<file path="config.mk">
export PLATFORM = sky130hd
export DESIGN_NAME = ext_bus_responder
export DESIGN_NICKNAME = d
export VERILOG_FILES = /design/src/rtl/ext_bus_pkg.sv /design/src/rtl/ext_bus_timer.sv /design/src/rtl/ext_bus_responder.sv
export SDC_FILE = /design/constraint.sdc
export NUM_CORES = 2
export LEC_CHECK = 0
export ABC_AREA = 0
export CAP_MARGIN = 40
export CORE_MARGIN = 1.5
export CORE_UTILIZATION = 26
export DETAILED_ROUTE_END_ITERATION = 10
export GPL_TIMING_DRIVEN = 0
export PLACE_DENSITY_LB_ADDON = 0.1
export SLEW_MARGIN = 20
export SYNTH_ARGS = -nofsm -noshare
export SYNTH_HDL_FRONTEND = slang
export SYNTH_SLANG_ARGS = --single-unit
export TNS_END_PERCENT = 5
</file>
<file path="constraint.sdc">
create_clock -name clk_clk -period 4.7 [get_ports clk_clk]
set_input_delay 0.94 -clock clk_clk [delete_from_list [all_inputs] [get_ports clk_clk]]
set_output_delay 0.94 -clock clk_clk [all_outputs]
set_load 0.02 [all_outputs]
</file>
<file path="src/rtl/ext_bus_pkg.sv">
// Shared definitions for the external-bus responder: register map, TCTRL bit
// positions and the bus handshake states.
package ext_bus_pkg;

  localparam logic [10:0] LED_ADDR    = 11'h400;
  localparam logic [10:0] TLOAD_ADDR  = 11'h402;
  localparam logic [10:0] TCTRL_ADDR  = 11'h404;
  localparam logic [10:0] TSTAT_ADDR  = 11'h406;
  localparam logic [10:0] TCOUNT_ADDR = 11'h408;

  localparam int TCTRL_EN   = 0;
  localparam int TCTRL_IE   = 1;
  localparam int TCTRL_AUTO = 2;

  typedef enum logic [1:0] {
    ST_IDLE,
    ST_WAIT,
    ST_ACK,
    ST_RECOVER
  } bus_state_e;

endpackage

</file>
<file path="src/rtl/ext_bus_timer.sv">
// 16-bit interval timer: down counter with one-shot or auto-reload expiry,
// sticky EXP flag and a registered interrupt.
module ext_bus_timer #(
  parameter int DATA_W = 16
) (
  input  logic              clk,
  input  logic              rst_n,
  input  logic              tctrl_wr,
  input  logic              en_wdata,
  input  logic              exp_clr,
  input  logic              ie,
  input  logic              auto_reload,
  input  logic [DATA_W-1:0] tload,
  output logic [DATA_W-1:0] tcount,
  output logic              exp_flag,
  output logic              en,
  output logic              irq
);

  logic expire;
  logic en_rise;

  assign expire  = en && (tcount == '0);
  assign en_rise = tctrl_wr && en_wdata && !en;

  always_ff @(posedge clk or negedge rst_n) begin
    if (!rst_n) begin
      tcount   <= '0;
      exp_flag <= 1'b0;
      en       <= 1'b0;
      irq      <= 1'b0;
    end else begin
      // One-shot expiry wins over a simultaneous EN write; otherwise the write lands.
      if (expire && !auto_reload) en <= 1'b0;
      else if (tctrl_wr)          en <= en_wdata;

      if (en_rise || (expire && auto_reload)) tcount <= tload;
      else if (en && (tcount != '0))          tcount <= tcount - 1'b1;

      if (expire)       exp_flag <= 1'b1;
      else if (exp_clr) exp_flag <= 1'b0;

      irq <= exp_flag && ie;
    end
  end

endmodule

</file>
<file path="src/rtl/ext_bus_responder.sv">
// Bridge-side responder: decodes external-bus transactions, serves a 256x16
// RAM plus LED/timer registers, and acknowledges after WAIT_CYCLES wait states.
module ext_bus_responder
  import ext_bus_pkg::*;
#(
  parameter int ADDR_W      = 11,
  parameter int DATA_W      = 16,
  parameter int WAIT_CYCLES = 1
) (
  input  logic              clk_clk,
  input  logic              reset_reset_n,
  input  logic              bus_enable,
  input  logic [ADDR_W-1:0] address,
  input  logic [1:0]        byte_enable,
  input  logic              rw,
  input  logic [DATA_W-1:0] write_data,
  output logic              acknowledge,
  output logic [DATA_W-1:0] read_data,
  output logic              irq,
  output logic [9:0]        ledr
);

  localparam logic [3:0] WAIT_LOAD = (WAIT_CYCLES > 0) ? 4'(WAIT_CYCLES - 1) : 4'd0;

  bus_state_e        state, state_next;
  logic [3:0]        wait_cnt;
  logic [ADDR_W-1:0] addr_q;
  logic              rw_q;
  logic [1:0]        be_q;
  logic [DATA_W-1:0] wdata_q;

  logic [9:0]        led;
  logic [DATA_W-1:0] tload;
  logic              ie, auto_reload;
  logic [DATA_W-1:0] tcount;
  logic              exp_flag, en;

  logic [DATA_W-1:0] ram [256];
  logic [DATA_W-1:0] rdata;
  logic [ADDR_W-1:0] word_addr;
  logic [7:0]        ram_idx;
  logic              ram_hit, start, commit;
  logic              tctrl_wr, exp_clr;

  assign start     = (state == ST_IDLE) && bus_enable;
  assign commit    = (state == ST_ACK) && !rw_q;
  assign word_addr = addr_q & ~ADDR_W'(1);
  assign ram_hit   = (word_addr[ADDR_W-1:ADDR_W-2] == 2'b00);
  assign ram_idx   = word_addr[8:1];
  assign tctrl_wr  = commit && (word_addr == ADDR_W'(TCTRL_ADDR)) && be_q[0];
  assign exp_clr   = commit && (word_addr == ADDR_W'(TSTAT_ADDR)) && be_q[0] && wdata_q[0];

  always_ff @(posedge clk_clk or negedge reset_reset_n) begin
    if (!reset_reset_n) state <= ST_IDLE;
    else                state <= state_next;
  end

  always_comb begin
    state_next = state;
    case (state)
      ST_IDLE:    if (bus_enable) state_next = (WAIT_CYCLES == 0) ? ST_ACK : ST_WAIT;
      ST_WAIT:    if (wait_cnt == 4'd0) state_next = ST_ACK;
      ST_ACK:     state_next = ST_RECOVER;
      ST_RECOVER: state_next = ST_IDLE;
      default:    state_next = ST_IDLE;
    endcase
  end

  always_ff @(posedge clk_clk or negedge reset_reset_n) begin
    if (!reset_reset_n) begin
      wait_cnt <= 4'd0;
      addr_q   <= '0;
      rw_q     <= 1'b0;
      be_q     <= 2'b00;
      wdata_q  <= '0;
    end else if (start) begin
      wait_cnt <= WAIT_LOAD;
      addr_q   <= address;
      rw_q     <= rw;
      be_q     <= byte_enable;
      wdata_q  <= write_data;
    end else if ((state == ST_WAIT) && (wait_cnt != 4'd0)) begin
      wait_cnt <= wait_cnt - 4'd1;
    end
  end

  // Register bank; writes land on the edge that ends the ACK cycle.
  always_ff @(posedge clk_clk or negedge reset_reset_n) begin
    if (!reset_reset_n) begin
      led         <= '0;
      tload       <= '0;
      ie          <= 1'b0;
      auto_reload <= 1'b0;
    end else if (commit) begin
      if (word_addr == ADDR_W'(LED_ADDR)) begin
        if (be_q[0]) led[7:0] <= wdata_q[7:0];
        if (be_q[1]) led[9:8] <= wdata_q[9:8];
      end
      if (word_addr == ADDR_W'(TLOAD_ADDR)) begin
        if (be_q[0]) tload[7:0]        <= wdata_q[7:0];
        if (be_q[1]) tload[DATA_W-1:8] <= wdata_q[DATA_W-1:8];
      end
      if ((word_addr == ADDR_W'(TCTRL_ADDR)) && be_q[0]) begin
        ie          <= wdata_q[TCTRL_IE];
        auto_reload <= wdata_q[TCTRL_AUTO];
      end
    end
  end

  always_ff @(posedge clk_clk) begin
    if (commit && ram_hit) begin
      if (be_q[0]) ram[ram_idx][7:0]        <= wdata_q[7:0];
      if (be_q[1]) ram[ram_idx][DATA_W-1:8] <= wdata_q[DATA_W-1:8];
    end
  end

  // Combinational read so the ACK cycle sees pre-write contents.
  always_comb begin
    rdata = '0;
    if (ram_hit) begin
      rdata = ram[ram_idx];
    end else begin
      case (word_addr)
        ADDR_W'(LED_ADDR):    rdata = DATA_W'(led);
        ADDR_W'(TLOAD_ADDR):  rdata = tload;
        ADDR_W'(TCTRL_ADDR):  rdata = DATA_W'({auto_reload, ie, en});
        ADDR_W'(TSTAT_ADDR):  rdata = DATA_W'(exp_flag);
        ADDR_W'(TCOUNT_ADDR): rdata = tcount;
        default:              rdata = '0;
      endcase
    end
  end

  ext_bus_timer #(.DATA_W(DATA_W)) u_timer (
    .clk         (clk_clk),
    .rst_n       (reset_reset_n),
    .tctrl_wr    (tctrl_wr),
    .en_wdata    (wdata_q[TCTRL_EN]),
    .exp_clr     (exp_clr),
    .ie          (ie),
    .auto_reload (auto_reload),
    .tload       (tload),
    .tcount      (tcount),
    .exp_flag    (exp_flag),
    .en          (en),
    .irq         (irq)
  );

  assign acknowledge = (state == ST_ACK);
  assign read_data   = (state == ST_ACK) ? rdata : '0;
  assign ledr        = led;

endmodule
</file>
Word level (Yosys, flattened, before mapping). Memories as Yosys holds them, arrays and structs flattened. Index checks and enable logic that the tools add are counted.

Register bits after elaboration: 83. Bits in latches: 0. Memory bits (writable): 4096. ROM bits: 0. Input bits: 33. Memories kept: 1.

Add/sub/neg operators: 2. $mul: 0. Div/mod/pow operators: 0. Order comparisons: 0. Eq/ne operators: 10. Shift-type cells: 0. Muxes and demuxes: 20. Bitwise gates (word level): 0. Reduce and logical (&&, ||, !) cells: 37.

Memory list: ram (words 256, bits a word 16, rd ports 1, clocked after Yosys merged registers in 0, write ports 1, RTL line ext_bus_responder.sv:38) `logic [DATA_W-1:0] ram [256];`.

Operators with widths (count): $pmux W16 S5 (1); $mux W16 (4); $eq A10 B10 Y1 const B (5); $logic_and A1 B1 Y1 (17); $logic_not A16 Y1 (1); $reduce_bool A16 Y1 (1); $sub A16 B1 Y16 const B (1); $reduce_and A3 Y1 (4); $mux W1 (10); $mux W4 (2); $pmux W2 S4 (1); $reduce_bool A2 Y1 (4); $eq A2 B2 Y1 const B (2); $logic_not A2 Y1 (2); $logic_not A4 Y1 (1); $mux W2 (2); $ne A2 B2 Y1 const B (2); $reduce_and A2 Y1 (2); $reduce_bool A4 Y1 (1); $sub A4 B1 Y4 const B (1); $logic_not A1 Y1 (3); $eq A2 B1 Y1 const B (1); $logic_or A1 B1 Y1 (1).

Logic depth before layout (Yosys ltp).
Depth in word-level cells: 8. Gate-level depth with buffers: 13. Mapped depth without buffers: 9.

Hierarchy. From an unflattened synthesis, not the netlist that was laid out.

Cells, all modules: 7892. Area total of the unflattened synthesis: 162519.6 um^2.

Modules (own cells, without submodules): ext_bus_responder (instances 1, cells an instance 7758, area an instance 161238.4 um^2); ext_bus_timer (instances 1, cells an instance 134, area an instance 1281.2 um^2).

Worst setup path after synthesis. No wires, ideal clock.

Kind: reg-to-reg. Start point: register wdata_q[0]. End point: register u_timer.tcount[1]. Library setup time: 0.131 ns. Arrival time: 4.425 ns. Setup slack: 0.143 ns. Cell stages (with the launch flop): 7. Buffers on the path: 1. Clock period less this slack: 4.557 ns. Path through: dfrtp_1 nand2_1 o2bb2ai_2 clkbuf_1 nor2_1 a211oi_1 a21oi_1.

Longest elaborated chain between the ends: 4. Elaborated cells on any way between the ends: 5.

RTL lines: start, declared (RTL line ext_bus_responder.sv:30) `logic [DATA_W-1:0] wdata_q;`; start signal, assigned (RTL line ext_bus_responder.sv:81) `wdata_q <= write_data;`; $logic_and A1 B1 Y1 * (2 in series) (RTL line ext_bus_timer.sv:24) `assign en_rise = tctrl_wr && en_wdata && !en;`; $logic_or A1 B1 Y1 * (RTL line ext_bus_timer.sv:37) `if (en_rise || (expire && auto_reload)) tcount <= tload;`; $mux W16 / $reduce_bool A2 Y1 (equally long branches); end signal, assigned (RTL line ext_bus_timer.sv:37); end signal, assigned (RTL line ext_bus_timer.sv:38) `else if (en && (tcount != '0)) tcount <= tcount - 1'b1;`; end, declared (RTL line ext_bus_timer.sv:14) `output logic [DATA_W-1:0] tcount,`.

Mark *: on every way between the ends. The rest lies on a longest branch, timed or not. A chain may end at the register's enable or synchronous reset.

Worst setup path after layout.
Start point: register addr_q[1]. End point: output read_data[7].

Longest elaborated chain between the ends: 4. Elaborated cells on any way between the ends: 9.

RTL lines: start, declared (RTL line ext_bus_responder.sv:27) `logic [ADDR_W-1:0] addr_q;`; start signal, assigned (RTL line ext_bus_responder.sv:78) `addr_q <= address;`; parallel branches: the longest is 2 deep, another holds $mem_v2 Z256 W16; $mux W16 * (RTL line ext_bus_responder.sv:120) `if (ram_hit) begin`; $mux W16 * (RTL line ext_bus_responder.sv:150) `assign read_data = (state == ST_ACK) ? rdata : '0;`; end, declared (RTL line ext_bus_responder.sv:18) `output logic [DATA_W-1:0] read_data,`.

Mark *: on every way between the ends.

==> impl_metrics.json <==
{
  "synth_edf_count": 4096,
  "reg2reg_depth": 10,
  "timing.rr.start": "addr_q[2]",
  "final_layout_size_suffix_gt1_share_pct": 33.0,
  "path_cells": "buf_12, buf_16, buf_16, buf_16, buf_16, buf_8, buf_16, nand2_4, a21oi_4, a2111oi_4, nand4_1, a211o_4, a32o_2, buf_6",
  "numPortBuffers": 59,
  "clkSlewWorstSetupHoldPaths_ns": 0.06,
  "wl_per_cell_um": 42.6,
  "path_class": "reg -> out",
  "clockBufferDepth": 4,
  "coreArea_um2": 623000,
  "power.density_nw_per_um2": 725,
  "die_x_um": 794,
  "crit_slowest_cell": "nand4_1",
  "yosys.area.top_type": "edfxtp_1",
  "ff2ff_setup_slack_ns": -0.17,
  "cts.sinks": 4178,
  "synth_nets": 8013,
  "cpMostUsedCell": "buf_16",
  "grt_start_max_net_pins": 73,
  "status": "finished, violations left",
  "yosys-top-cells-area": "edfxtp_1 (76%), mux4_2 (11%), mux2i_1 (3.4%), nor2_1 (1.4%), dfrtp_1 (1.3%)",
  "gp_congestion": 0.967,
  "async_flop_share_pct": 1.96,
  "drtAntennaViolNets": 0,
  "wl_um": 775000,
  "vias_per_cell": 5.21,
  "cp_slowest_stage_delay_ns": 0.64,
  "cp_top_family": "compound AO/OA/AOI/OAI gates",
  "cp-start-kind": "flip-flop",
  "min_period_over_period_pct": 134,
  "cp-endpoint": "read_data[7]",
  "synth_warnings": 0,
  "dp_hpwl_um": 578000,
  "drv_cap": 0,
  "dr.pass1.iters": 7,
  "ir_drop_v": 0.000419,
  "route.detailed.drc": 0,
  "synth_common_cells": "edfxtp_1 (4,096), mux4_2 (823), nor2_1 (586)",
  "cp-end-kind": "primary output",
  "tightest_slew_ns": 0.962,
  "slew-limit-headroom_pct": 35.9,
  "p_leak_uw": 0.0666,
  "synth.most_common_cell": "edfxtp_1",
  "cts_tree": "yes",
  "hold_viol": 0,
  "worst_ep_required_time_ns": 3.76,
  "postSynthCellCount": 7974,
  "gr-total-overflow": 0,
  "slew_violations": 0,
  "numCtsBuffers": 470,
  "cp_data_arrival_time_ns": 5.35,
  "hp-class": "in -> async",
  "clock_latency_ns": 1.09,
  "num_vias": 94666,
  "cts_root_buffer": "clkbuf_16",
  "synth.distinct_cells": 77,
  "fp.dieArea_um2": 630000,
  "failed_checks": "setup timing",
  "worst_slack_ns": -1.59,
  "max_clock_freq_mhz": 159,
  "grtUsageTotal_pct": 23.8,
  "netlist.area_leader.share_pct": 75.7,
  "fin_skew_ns": 0.0853,
  "synth_seq_cells": 4178,
  "grt_pass1_wl_um": 975000,
  "nets": 9463,
  "area_delta_synth_final_pct": 26.3,
  "io_pins": 61,
  "setup-violations-final": 74,
  "min_period_ns": 6.29,
  "first_global_vias": 91303,
  "cp.depth": 14,
  "drt_iter0_drc": 14418,
  "path_max_fanout": 8,
  "ys_seq_area_share_pct": 76.9,
  "htree_levels": 5,
  "fin_setup_tns_ns": -29.11,
  "grt_antenna_before_repair": 102,
  "synth_ff_type": "edfxtp_1",
  "avgSynthCellArea_um2": 20.4,
  "rsz0062_at_grt": "yes",
  "syn-cell-area_um2": 163000,
  "start_util_pct": 26.1,
  "rows": 290,
  "r2r-end": "ram[143][13]",
  "die_h_um": 794,
  "worst-path-buf-inv": 8,
  "post-place-ws_ns": -2.89,
  "critPathLaunch": "addr_q[1]"
}
-- cell type report --
type                    instances  area (um2)
repair buffers                983       11500
plain buffers                 490        5630
flip-flops and latches       4178      125000
multi-input cells            3276       37200
diodes                         35        87.6
fillers                     59578      418000
clock buffers                 559       12200
inverters                      25        98.8
clock inverters               319        3090
well taps                    8322       10400
-- worst min path at each step --
stage	startpoint	endpoint
after CTS	reset_reset_n	wdata_q[3]
after floorplan	u_timer.exp_flag	u_timer.irq
after detailed placement	be_q[1]	be_q[1]
after global routing	reset_reset_n	wdata_q[3]
final	reset_reset_n	wdata_q[3]
after global placement	be_q[0]	be_q[0]
-- cells by family after synthesis --
| group | share of synthesized area, % |
|---|---|
| compound gates | 3.34 |
| xor+xnor | 0.0162 |
| fa+ha+maj | 0.0462 |
| buf+inv | 1.54 |
| flops | 76.9 |
| mux | 15.3 |
| simple gates | 2.85 |
-- sequential cells by signal, indices dropped and copies added (netlist names), 2 cells and up --
signal	flops
ledr	10
wait_cnt	4
u_timer.tcount	16
state	2
be_q	2
wdata_q	16
tload	16
ram	4096
addr_q	10
-- report_power, final --
part	internal, uW	total, uW	switching, uW
Combinational	20400	64100	43700
Clock	21100	37000	16000
Sequential	46600	47700	1060
Total	88100	149000	60700
-- cell usage in the layout, fill, tap and decap left out, types with 23 or more instances in the layout --
master	n
a211oi_1	28
a211oi_2	23
a21oi_1	95
a221oi_1	25
a22o_1	36
a22oi_1	149
buf_12	157
buf_16	169
buf_2	44
buf_4	630
buf_6	160
buf_8	54
bufinv_16	47
clkbuf_1	151
clkbuf_16	476
clkbuf_2	68
clkbuf_4	50
clkdlybuf4s50_1	42
clkinv_1	126
clkinv_2	103
dfrtp_1	62
diode_2	35
edfxtp_1	4096
inv_1	23
mux2_2	72
mux2i_1	532
mux4_2	823
nand2_1	190
nand3_1	63
nand4_1	31
nor2_1	551
nor2_2	30
nor2b_1	26
nor3_1	25
o21ai_0	63
o22ai_1	105
-- worst reg2reg max path: cells and delay by family, from the launching register on --
| family | cells | cell delay (ns) |
|---|---|---|
| simple gates | 2 | 1.42 |
| flops | 1 | 0.44 |
| buf+inv | 8 | 2.64 |
-- what timing repair did --
action	4_1_cts	5_1_grt
pin swaps	79	38
gates cloned	1	3
resized for setup	1042	157
endpoints found under the hold margin	43	0
endpoints found under the setup margin	3859	32
hold buffers	1	0
buffers inserted	84	99
-- layer usage --
layer | up-vias | share of wire (%) | GRT usage [%] | routed length [um]
met5 | - | 0.015 | 0 | 113
met4 | 20 | 5.2 | 10.4 | 40500
met3 | 1185 | 8.8 | 5.13 | 68200
met2 | 5194 | 45 | 37.5 | 353000
met1 | 52137 | 40 | 31.8 | 314000
li1 | 36130 | - | - | -
-- stage by stage --
| stage | hold slack, ns | utilization [%] | cell area [um2] | total power, uW | cells |
|---|---|---|---|---|---|
| 2_1_floorplan | 0.458 | - | 163000 | 69600 | 7974 |
| 5_1_grt | 0.276 | 32.9 | 205000 | 150000 | 18153 |
| 3_5_place_dp | 0.497 | 29.3 | 182000 | 105000 | 16954 |
| 3_3_place_gp | 0.505 | 27.8 | 174000 | 96200 | 16355 |
| 4_1_cts | 0.210 | 32.5 | 203000 | 147000 | 17913 |
| 6_report | 0.277 | 32.9 | 205000 | 149000 | 18187 |
Power figures use the tool's default switching activity.
